### src/rtl/dma_burst_scheduler_pkg.sv
// Shared definitions for the DMA burst scheduler.
//   state_t            : scheduler FSM states
//   KMEM_*_DEFAULT     : default placement of the protected key region
//   req_onehot()       : requester index -> one-hot grant/done/err vector
package dma_burst_scheduler_pkg;

    typedef enum logic [2:0] {
        IDLE  = 3'd0,
        CHECK = 3'd1,
        XFER  = 3'd2,
        DONE  = 3'd3,
        ERR   = 3'd4
    } state_t;

    localparam logic [15:0] KMEM_BASE_DEFAULT = 16'h6A00;
    localparam logic [15:0] KMEM_SIZE_DEFAULT = 16'h001F;

    function automatic logic [1:0] req_onehot(input logic idx);
        return idx ? 2'b10 : 2'b01;
    endfunction

endpackage

### src/rtl/dma_burst_scheduler_if.sv
// Requester + DMA bus bundle of the burst scheduler.
//   req[1:0], req_addr0/1, req_len0/1 : burst requests (len in 16-bit words)
//   kill                              : synchronous abort
//   dma_ready                         : memory accepted the current word
//   dma_en, dma_addr, grant           : DMA bus access driven by the scheduler
//   done, err, violation              : one-cycle completion / rejection pulses
// modport master : the scheduler (owns the DMA bus)
// modport slave  : requesters and memory surrounding it
interface dma_burst_scheduler_if;

    logic [1:0]  req;
    logic [15:0] req_addr0;
    logic [15:0] req_addr1;
    logic [7:0]  req_len0;
    logic [7:0]  req_len1;
    logic        kill;
    logic        dma_ready;
    logic        dma_en;
    logic [15:0] dma_addr;
    logic [1:0]  grant;
    logic [1:0]  done;
    logic [1:0]  err;
    logic        violation;

    modport master (
        input  req, req_addr0, req_addr1, req_len0, req_len1, kill, dma_ready,
        output dma_en, dma_addr, grant, done, err, violation
    );

    modport slave (
        output req, req_addr0, req_addr1, req_len0, req_len1, kill, dma_ready,
        input  dma_en, dma_addr, grant, done, err, violation
    );

endinterface

### src/rtl/dma_range_check.sv
// Combinational legality check of a burst.
//   start   : first byte address of the burst
//   len     : burst length in 16-bit words
//   bad     : burst must be rejected (zero length, address wrap or key overlap)
//   overlap : burst touches [KMEM_BASE, KMEM_BASE+KMEM_SIZE)
module dma_range_check
    import dma_burst_scheduler_pkg::*;
#(
    parameter logic [15:0] KMEM_BASE = KMEM_BASE_DEFAULT,
    parameter logic [15:0] KMEM_SIZE = KMEM_SIZE_DEFAULT
) (
    input  logic [15:0] start,
    input  logic [7:0]  len,
    output logic        bad,
    output logic        overlap
);

    // Exclusive end of the key region, kept in 17 bits so a region ending at
    // the top of the address space does not fold back to zero.
    localparam logic [16:0] KMEM_LIMIT = {1'b0, KMEM_BASE} + {1'b0, KMEM_SIZE};

    logic        len_zero;
    logic [7:0]  len_m1;
    logic [16:0] last_addr;
    logic        wrap;

    assign len_zero  = (len == 8'd0);
    assign len_m1    = len - 8'd1;
    // Byte address of the last word; bit 16 set means the burst wraps.
    assign last_addr = {1'b0, start} + {8'd0, len_m1, 1'b0};
    assign wrap      = last_addr[16];

    // A zero-length burst is rejected on its own; its wrapped last_addr is
    // meaningless and must not be reported as a key-region hit.
    assign overlap = !len_zero
                  && ({1'b0, start} < KMEM_LIMIT)
                  && (last_addr >= {1'b0, KMEM_BASE});

    assign bad = len_zero || wrap || overlap;

endmodule

### src/rtl/dma_burst_scheduler.sv
// Two-requester DMA burst scheduler with key-region protection.
//   clk   : system clock, rising edge
//   rst_n : asynchronous active-low reset
//   bus   : requester/DMA bundle (master side), see dma_burst_scheduler_if
// A request is latched in IDLE, checked for one cycle, then either streamed
// word by word on the DMA bus (XFER -> DONE) or rejected (ERR). Arbitration
// is round-robin between the two requesters.
module dma_burst_scheduler
    import dma_burst_scheduler_pkg::*;
#(
    parameter logic [15:0] KMEM_BASE = KMEM_BASE_DEFAULT,
    parameter logic [15:0] KMEM_SIZE = KMEM_SIZE_DEFAULT
) (
    input  logic                  clk,
    input  logic                  rst_n,
    dma_burst_scheduler_if.master bus
);

    state_t      state_reg;
    logic        rr_ptr_reg;     // requester with priority on a tie
    logic        sel_reg;        // requester owning the current burst
    logic [15:0] start_reg;
    logic [7:0]  len_reg;
    logic [15:0] addr_reg;
    logic [7:0]  count_reg;      // words still to be accepted
    logic        dma_en_reg;
    logic [1:0]  grant_reg;
    logic [1:0]  done_reg;
    logic [1:0]  err_reg;
    logic        violation_reg;

    logic        chk_bad;
    logic        chk_overlap;
    logic        pick_next;

    // A lone request wins outright; a tie goes to the round-robin pointer.
    always_comb begin
        pick_next = rr_ptr_reg;
        if (bus.req == 2'b01) begin
            pick_next = 1'b0;
        end else if (bus.req == 2'b10) begin
            pick_next = 1'b1;
        end
    end

    dma_range_check #(
        .KMEM_BASE (KMEM_BASE),
        .KMEM_SIZE (KMEM_SIZE)
    ) u_range_check (
        .start   (start_reg),
        .len     (len_reg),
        .bad     (chk_bad),
        .overlap (chk_overlap)
    );

    always_ff @(posedge clk or negedge rst_n) begin
        if (!rst_n) begin
            state_reg     <= IDLE;
            rr_ptr_reg    <= 1'b0;
            sel_reg       <= 1'b0;
            start_reg     <= 16'h0000;
            len_reg       <= 8'd0;
            addr_reg      <= 16'h0000;
            count_reg     <= 8'd0;
            dma_en_reg    <= 1'b0;
            grant_reg     <= 2'b00;
            done_reg      <= 2'b00;
            err_reg       <= 2'b00;
            violation_reg <= 1'b0;
        end else begin
            // Status outputs are single-cycle pulses.
            done_reg      <= 2'b00;
            err_reg       <= 2'b00;
            violation_reg <= 1'b0;

            if (bus.kill) begin
                // Abort wins over everything and blocks new arbitration;
                // the round-robin pointer keeps its value.
                state_reg  <= IDLE;
                dma_en_reg <= 1'b0;
                grant_reg  <= 2'b00;
            end else begin
                case (state_reg)
                    IDLE: begin
                        if (|bus.req) begin
                            sel_reg   <= pick_next;
                            start_reg <= pick_next ? bus.req_addr1 : bus.req_addr0;
                            len_reg   <= pick_next ? bus.req_len1  : bus.req_len0;
                            state_reg <= CHECK;
                        end
                    end
                    CHECK: begin
                        if (chk_bad) begin
                            state_reg     <= ERR;
                            err_reg       <= req_onehot(sel_reg);
                            violation_reg <= chk_overlap;
                        end else begin
                            state_reg  <= XFER;
                            dma_en_reg <= 1'b1;
                            grant_reg  <= req_onehot(sel_reg);
                            addr_reg   <= start_reg;
                            count_reg  <= len_reg;
                        end
                    end
                    XFER: begin
                        if (bus.dma_ready) begin
                            addr_reg  <= addr_reg + 16'd2;
                            count_reg <= count_reg - 8'd1;
                            if (count_reg == 8'd1) begin
                                state_reg  <= DONE;
                                dma_en_reg <= 1'b0;
                                grant_reg  <= 2'b00;
                                done_reg   <= req_onehot(sel_reg);
                            end
                        end
                    end
                    DONE, ERR: begin
                        rr_ptr_reg <= ~sel_reg;
                        state_reg  <= IDLE;
                    end
                    default: begin
                        state_reg <= IDLE;
                    end
                endcase
            end
        end
    end

    assign bus.dma_en    = dma_en_reg;
    assign bus.dma_addr  = addr_reg;
    assign bus.grant     = grant_reg;
    assign bus.done      = done_reg;
    assign bus.err       = err_reg;
    assign bus.violation = violation_reg;

endmodule

### src/flat_wrapper.sv
// flat-port wrapper written by rule: the top's interface ports become plain ports
module dma_burst_scheduler_flat import dma_burst_scheduler_pkg::*;
#(
    parameter logic [15:0] KMEM_BASE = KMEM_BASE_DEFAULT,
    parameter logic [15:0] KMEM_SIZE = KMEM_SIZE_DEFAULT
)
  (clk, rst_n, bus_req, bus_req_addr0, bus_req_addr1, bus_req_len0, bus_req_len1, bus_kill, bus_dma_ready, bus_dma_en, bus_dma_addr, bus_grant, bus_done, bus_err, bus_violation);
  dma_burst_scheduler_if bus_i ();
  input  logic clk;
  input  logic rst_n;
  input wire logic [$bits(bus_i.req)-1:0] bus_req;
  input wire logic [$bits(bus_i.req_addr0)-1:0] bus_req_addr0;
  input wire logic [$bits(bus_i.req_addr1)-1:0] bus_req_addr1;
  input wire logic [$bits(bus_i.req_len0)-1:0] bus_req_len0;
  input wire logic [$bits(bus_i.req_len1)-1:0] bus_req_len1;
  input wire logic [$bits(bus_i.kill)-1:0] bus_kill;
  input wire logic [$bits(bus_i.dma_ready)-1:0] bus_dma_ready;
  output wire logic [$bits(bus_i.dma_en)-1:0] bus_dma_en;
  output wire logic [$bits(bus_i.dma_addr)-1:0] bus_dma_addr;
  output wire logic [$bits(bus_i.grant)-1:0] bus_grant;
  output wire logic [$bits(bus_i.done)-1:0] bus_done;
  output wire logic [$bits(bus_i.err)-1:0] bus_err;
  output wire logic [$bits(bus_i.violation)-1:0] bus_violation;
  assign bus_i.req = bus_req;
  assign bus_i.req_addr0 = bus_req_addr0;
  assign bus_i.req_addr1 = bus_req_addr1;
  assign bus_i.req_len0 = bus_req_len0;
  assign bus_i.req_len1 = bus_req_len1;
  assign bus_i.kill = bus_kill;
  assign bus_i.dma_ready = bus_dma_ready;
  assign bus_dma_en = bus_i.dma_en;
  assign bus_dma_addr = bus_i.dma_addr;
  assign bus_grant = bus_i.grant;
  assign bus_done = bus_i.done;
  assign bus_err = bus_i.err;
  assign bus_violation = bus_i.violation;
  dma_burst_scheduler #(.KMEM_BASE(KMEM_BASE), .KMEM_SIZE(KMEM_SIZE)) u_core (.clk(clk), .rst_n(rst_n), .bus(bus_i));
endmodule
### config.mk
export PLATFORM = sky130hd
export DESIGN_NAME = dma_burst_scheduler_flat
export DESIGN_NICKNAME = d
export VERILOG_FILES = /design/src/rtl/dma_burst_scheduler_pkg.sv /design/src/rtl/dma_burst_scheduler_if.sv /design/src/rtl/dma_range_check.sv /design/src/rtl/dma_burst_scheduler.sv /design/src/flat_wrapper.sv
export SDC_FILE = /design/constraint.sdc
export NUM_CORES = 1
export LEC_CHECK = 0
export BUFFER_PORTS_ARGS = -buffer_cell sky130_fd_sc_hd__clkbuf_2
export CAP_MARGIN = 40
export CORE_ASPECT_RATIO = 1.1
export CORE_MARGIN = 1
export CORE_UTILIZATION = 45
export DETAILED_ROUTE_END_ITERATION = 8
export GPL_TIMING_DRIVEN = 0
export PLACE_DENSITY = 0.67
export SLEW_MARGIN = 20
export SYNTH_ARGS = -nofsm -noshare
export SYNTH_HDL_FRONTEND = slang
export SYNTH_HIERARCHICAL = 1
export SYNTH_SLANG_ARGS = --single-unit
### constraint.sdc
create_clock -name clk -period 6.4 [get_ports clk]
set_input_delay 1.28 -clock clk [delete_from_list [all_inputs] [get_ports clk]]
set_output_delay 1.28 -clock clk [all_outputs]
set_load 0.01 [all_outputs]
==> summary.txt <==
Floorplan
  – Die H: 99.9 µm
  – Starting Density: 0.466
  – Io pins: 78
  – Die Wd: 91.0 µm
  – FP Rows: 35
  – Core area: 0.00841 mm²
  – Die Area: 0.00908 mm²

Clock network
  – Setup Buffers After CTS: 0
  – Clock transition at path regs: 0.07 ns
  – Hold_buf cts: 0
  – CTS tree: built
  – CTS Sinks: 61
  – CTS buffer count: 9
  – Htree depth: 3
  – Worst skew pair latency: 0.34 ns
  – Clock buffer depth: 2
  – Clock Tree Root: clkbuf_8
  – CTS resizes: 0

Setup path
  – CP cell instances: clkinv_1 -> ha_1 -> nand2_1 -> or3_1 -> xnor2_1 -> ha_1 -> a221o_1 -> and3_1 -> a22oi_1 -> mux2_1 -> a2111oi_2 -> o21ai_2 -> nor3b_2 -> o21ai_1 -> buf_4 -> buf_2 -> o21ai_0 -> o21ai_0
  – Setup CP Type: flip-flop to flip-flop
  – Worst Setup SP: u_core/len_reg[0]
  – Worst path required time: 6.60 ns
  – Critical R2R Launch: u_core/len_reg[0]
  – Reg-to-reg slack, setup: 2.01 ns
  – CP top delay family: compound AO/OA/AOI/OAI gates
  – Crit-path max cell delay: 0.43 ns
  – RR Endpoint: u_core/count_reg[5]
  – Setup crit end kind: flip-flop
  – Buf/Inv on CP: 3
  – Arrival time of the worst setup path: 4.59 ns
  – Critical path fanouts, max: 10
  – Worst-case reg-to-reg path depth: 18
  – Slowest CP cell: dfrtp_1
  – Crit start category: flip-flop

Hold path
  – Hold path endpoint: u_core/bus.dma_addr[0]
  – Worst hold path depth: 2
  – Min-delay worst type: flip-flop to flip-flop
  – Hold Startpoint: u_core/bus.dma_addr[0]

Power and ir drop
  – Maximum vdd drop: 0.195 mV
  – Pwr/cell area: 497 mW/mm²
  – Leak: 2.09 nW

Timing
  – Period utilisation layout: 0.686
  – Fmax: 0.228 GHz
  – Setup TNS: 0 ns
  – Fin. Hold Viols: 0
  – Worst Skew: 0.00738 ns
  – Final worst path period need: 4.39 ns
  – Final setup fails: 0
  – Max Slew Vio Count: 0
  – Rel. slew slack: 0.658
  – Worst-Margin Slew: 0.513 ns
  – RSZ-0062 raised after global routing: no

Synth
  – Syn nets: 484
  – Top cell type's share of synthesized area: 0.390
  – Synth area leader: dfrtp_1
  – Mean post-synth cell area: 9.42 µm²
  – Synth Area in XOR/XNOR: 0.0134
  – Post-Synth Adder-Cell Area: 0.0492
  – Ys Warns: 6
  – Cell area after synthesis: 0.00392 mm²
  – Synth cell count leaders: 61 x dfrtp_1, 48 x nor2_1, 27 x a21oi_1
  – Largest cells by area after synthesis: dfrtp_1 39%, mux2i_1 6.4%, a21oi_2 5.4%
  – Most frequent cell after synthesis: dfrtp_1
  – Largest family of logic cells by synthesized area: compound AO/OA/AOI/OAI gates
  – Post-synth EDFFs: 0
  – Synthesis-stage register bit count: 61
  – Post-synth top flop: dfrtp_1
  – Register area share after synthesis: 0.390
  – Asr flop ratio synth: 1.00
  – Complex-gate fraction of the synthesized area: 0.238
  – Simple-Gate Fraction of Synth Area: 0.187
  – Cells after synthesis: 416
  – Proportion of synthesized area in mux cells: 0.0668
  – Netlist cell types: 65

Finish
  – N_diodes: 0
  – Area growth syn-to-layout: 19.5%
  – Layout cells sized above 1: 0.303
  – Final #Nets: 572
  – Fin cells: 620

Global route
  – Vias in the first global route: 3360
  – Met2 usage: 0.379
  – Global-route wire length before repair: 16700 µm
  – GR peak layer: met2
  – Tot GR Track Use: 0.233
  – GR Util met3: 0.0356
  – M1 GR Usage: 0.322
  – Pin count of the biggest net entering global routing: 50
  – Grt total ovfl: 0
  – Initial antenna violation count: 0

Drt
  – DRT iter0 DRCs: 237
  – Vias: 3523
  – DR WL/cell: 15.8 µm
  – Post-route ant nets: 0
  – Drt drc: 0
  – Final WL: 9810 µm
  – Via/cell ratio: 5.68
  – Drt first pass iters: 4

Placed design
  – Placed insts: 604
  – I/O Buffers: 76
  – GPL Wtd Cong: 0.872
  – Post-DP HPWL: 7330 µm

Status
  – Run status: complete, no violations

Run
  – Maxcap violations: 0
==> worst register-to-register path, delay by kind of cell, from the launching register on <==
family,cells,cell delay (ns)
flops,1,0.43
xor+xnor,1,0.22
compound gates,7,1.40
simple gates,4,0.88
mux,1,0.36
buf+inv,3,0.49
fa+ha+maj,2,0.47
==> cell usage in the layout, fill, tap and decap left out, types with 5 or more instances in the layout <==
| master | n |
|---|---|
| clkbuf_2 | 75 |
| dfrtp_1 | 61 |
| nor2_1 | 48 |
| a21oi_1 | 27 |
| mux2i_1 | 25 |
| nand2_1 | 24 |
| a21oi_2 | 24 |
| o21ai_0 | 20 |
| buf_2 | 13 |
| ha_1 | 13 |
| clkbuf_8 | 9 |
| inv_1 | 9 |
| nor3_1 | 9 |
| a31oi_1 | 8 |
| nand3_1 | 8 |
| and3_1 | 7 |
| o21ai_1 | 7 |
| nor4_1 | 6 |
| buf_4 | 6 |
| buf_6 | 5 |
| and2_1 | 5 |
| o22ai_1 | 5 |
| a211oi_1 | 5 |
| nand4_1 | 5 |
==> kinds of logic after synthesis <==
logic type,count (synthesis)
buffers and inverters,38
muxes,26
and+or+nand+nor,137
AOI/OAI and AO/OA,133
DFF,61
xor gates and xnor gates,6
adders and majority gates,15
==> layer usage <==
| metal | share of wire | routed length (µm) |
|---|---|---|
| met4 | 0.014 | 140 |
| met2 | 0.48 | 4670 |
| met3 | 0.051 | 501 |
| met5 | 0 | 0 |
| met1 | 0.46 | 4500 |
==> cell type report <==
cell class	count	area (µm²)
Fill cell	814	3730
Multi-Input combinational cell	317	2170
Sequential cell	61	1530
Timing Repair Buffer	77	410
Buffer	27	178
Tap cell	111	139
Clock buffer	9	124
Clock inverter	7	90.1
Inverter	11	41.3
==> power breakdown <==
| group | internal (W) | total [W] | switching [W] |
|---|---|---|---|
| registers | 0.000550 | 0.000794 | 0.000244 |
| logic | 0.000508 | 0.00116 | 0.000653 |
| clock network | 0.000217 | 0.000373 | 0.000156 |
| total | 0.00127 | 0.00233 | 0.00105 |
==> worst max-delay path by stage <==
stage	end	cells past startpoint	slack [ns]
after global placement	u_core/count_reg[3]	18	2.11
after global routing	u_core/count_reg[5]	18	1.66
after CTS	u_core/count_reg[5]	18	2.05
after detailed placement	u_core/count_reg[5]	18	2.06
final	u_core/count_reg[5]	18	2.01
after floorplan	u_core/bus.dma_addr[6]	18	2.53
==> through the flow <==
step	util	worst slack [ns]	total power, W	hold slack (ns)	area, µm²
finish	0.557	2.01	0.00233	0.504	4680
global route	0.557	1.66	0.00251	0.543	4680
CTS	0.557	2.05	0.00232	0.507	4680
detailed placement	0.531	2.06	0.00194	0.491	4470
global placement	0.528	2.11	0.00190	0.483	4440
floorplan	-	2.53	0.00161	0.469	3920
Note: power is estimated with default switching activity, not from simulation.
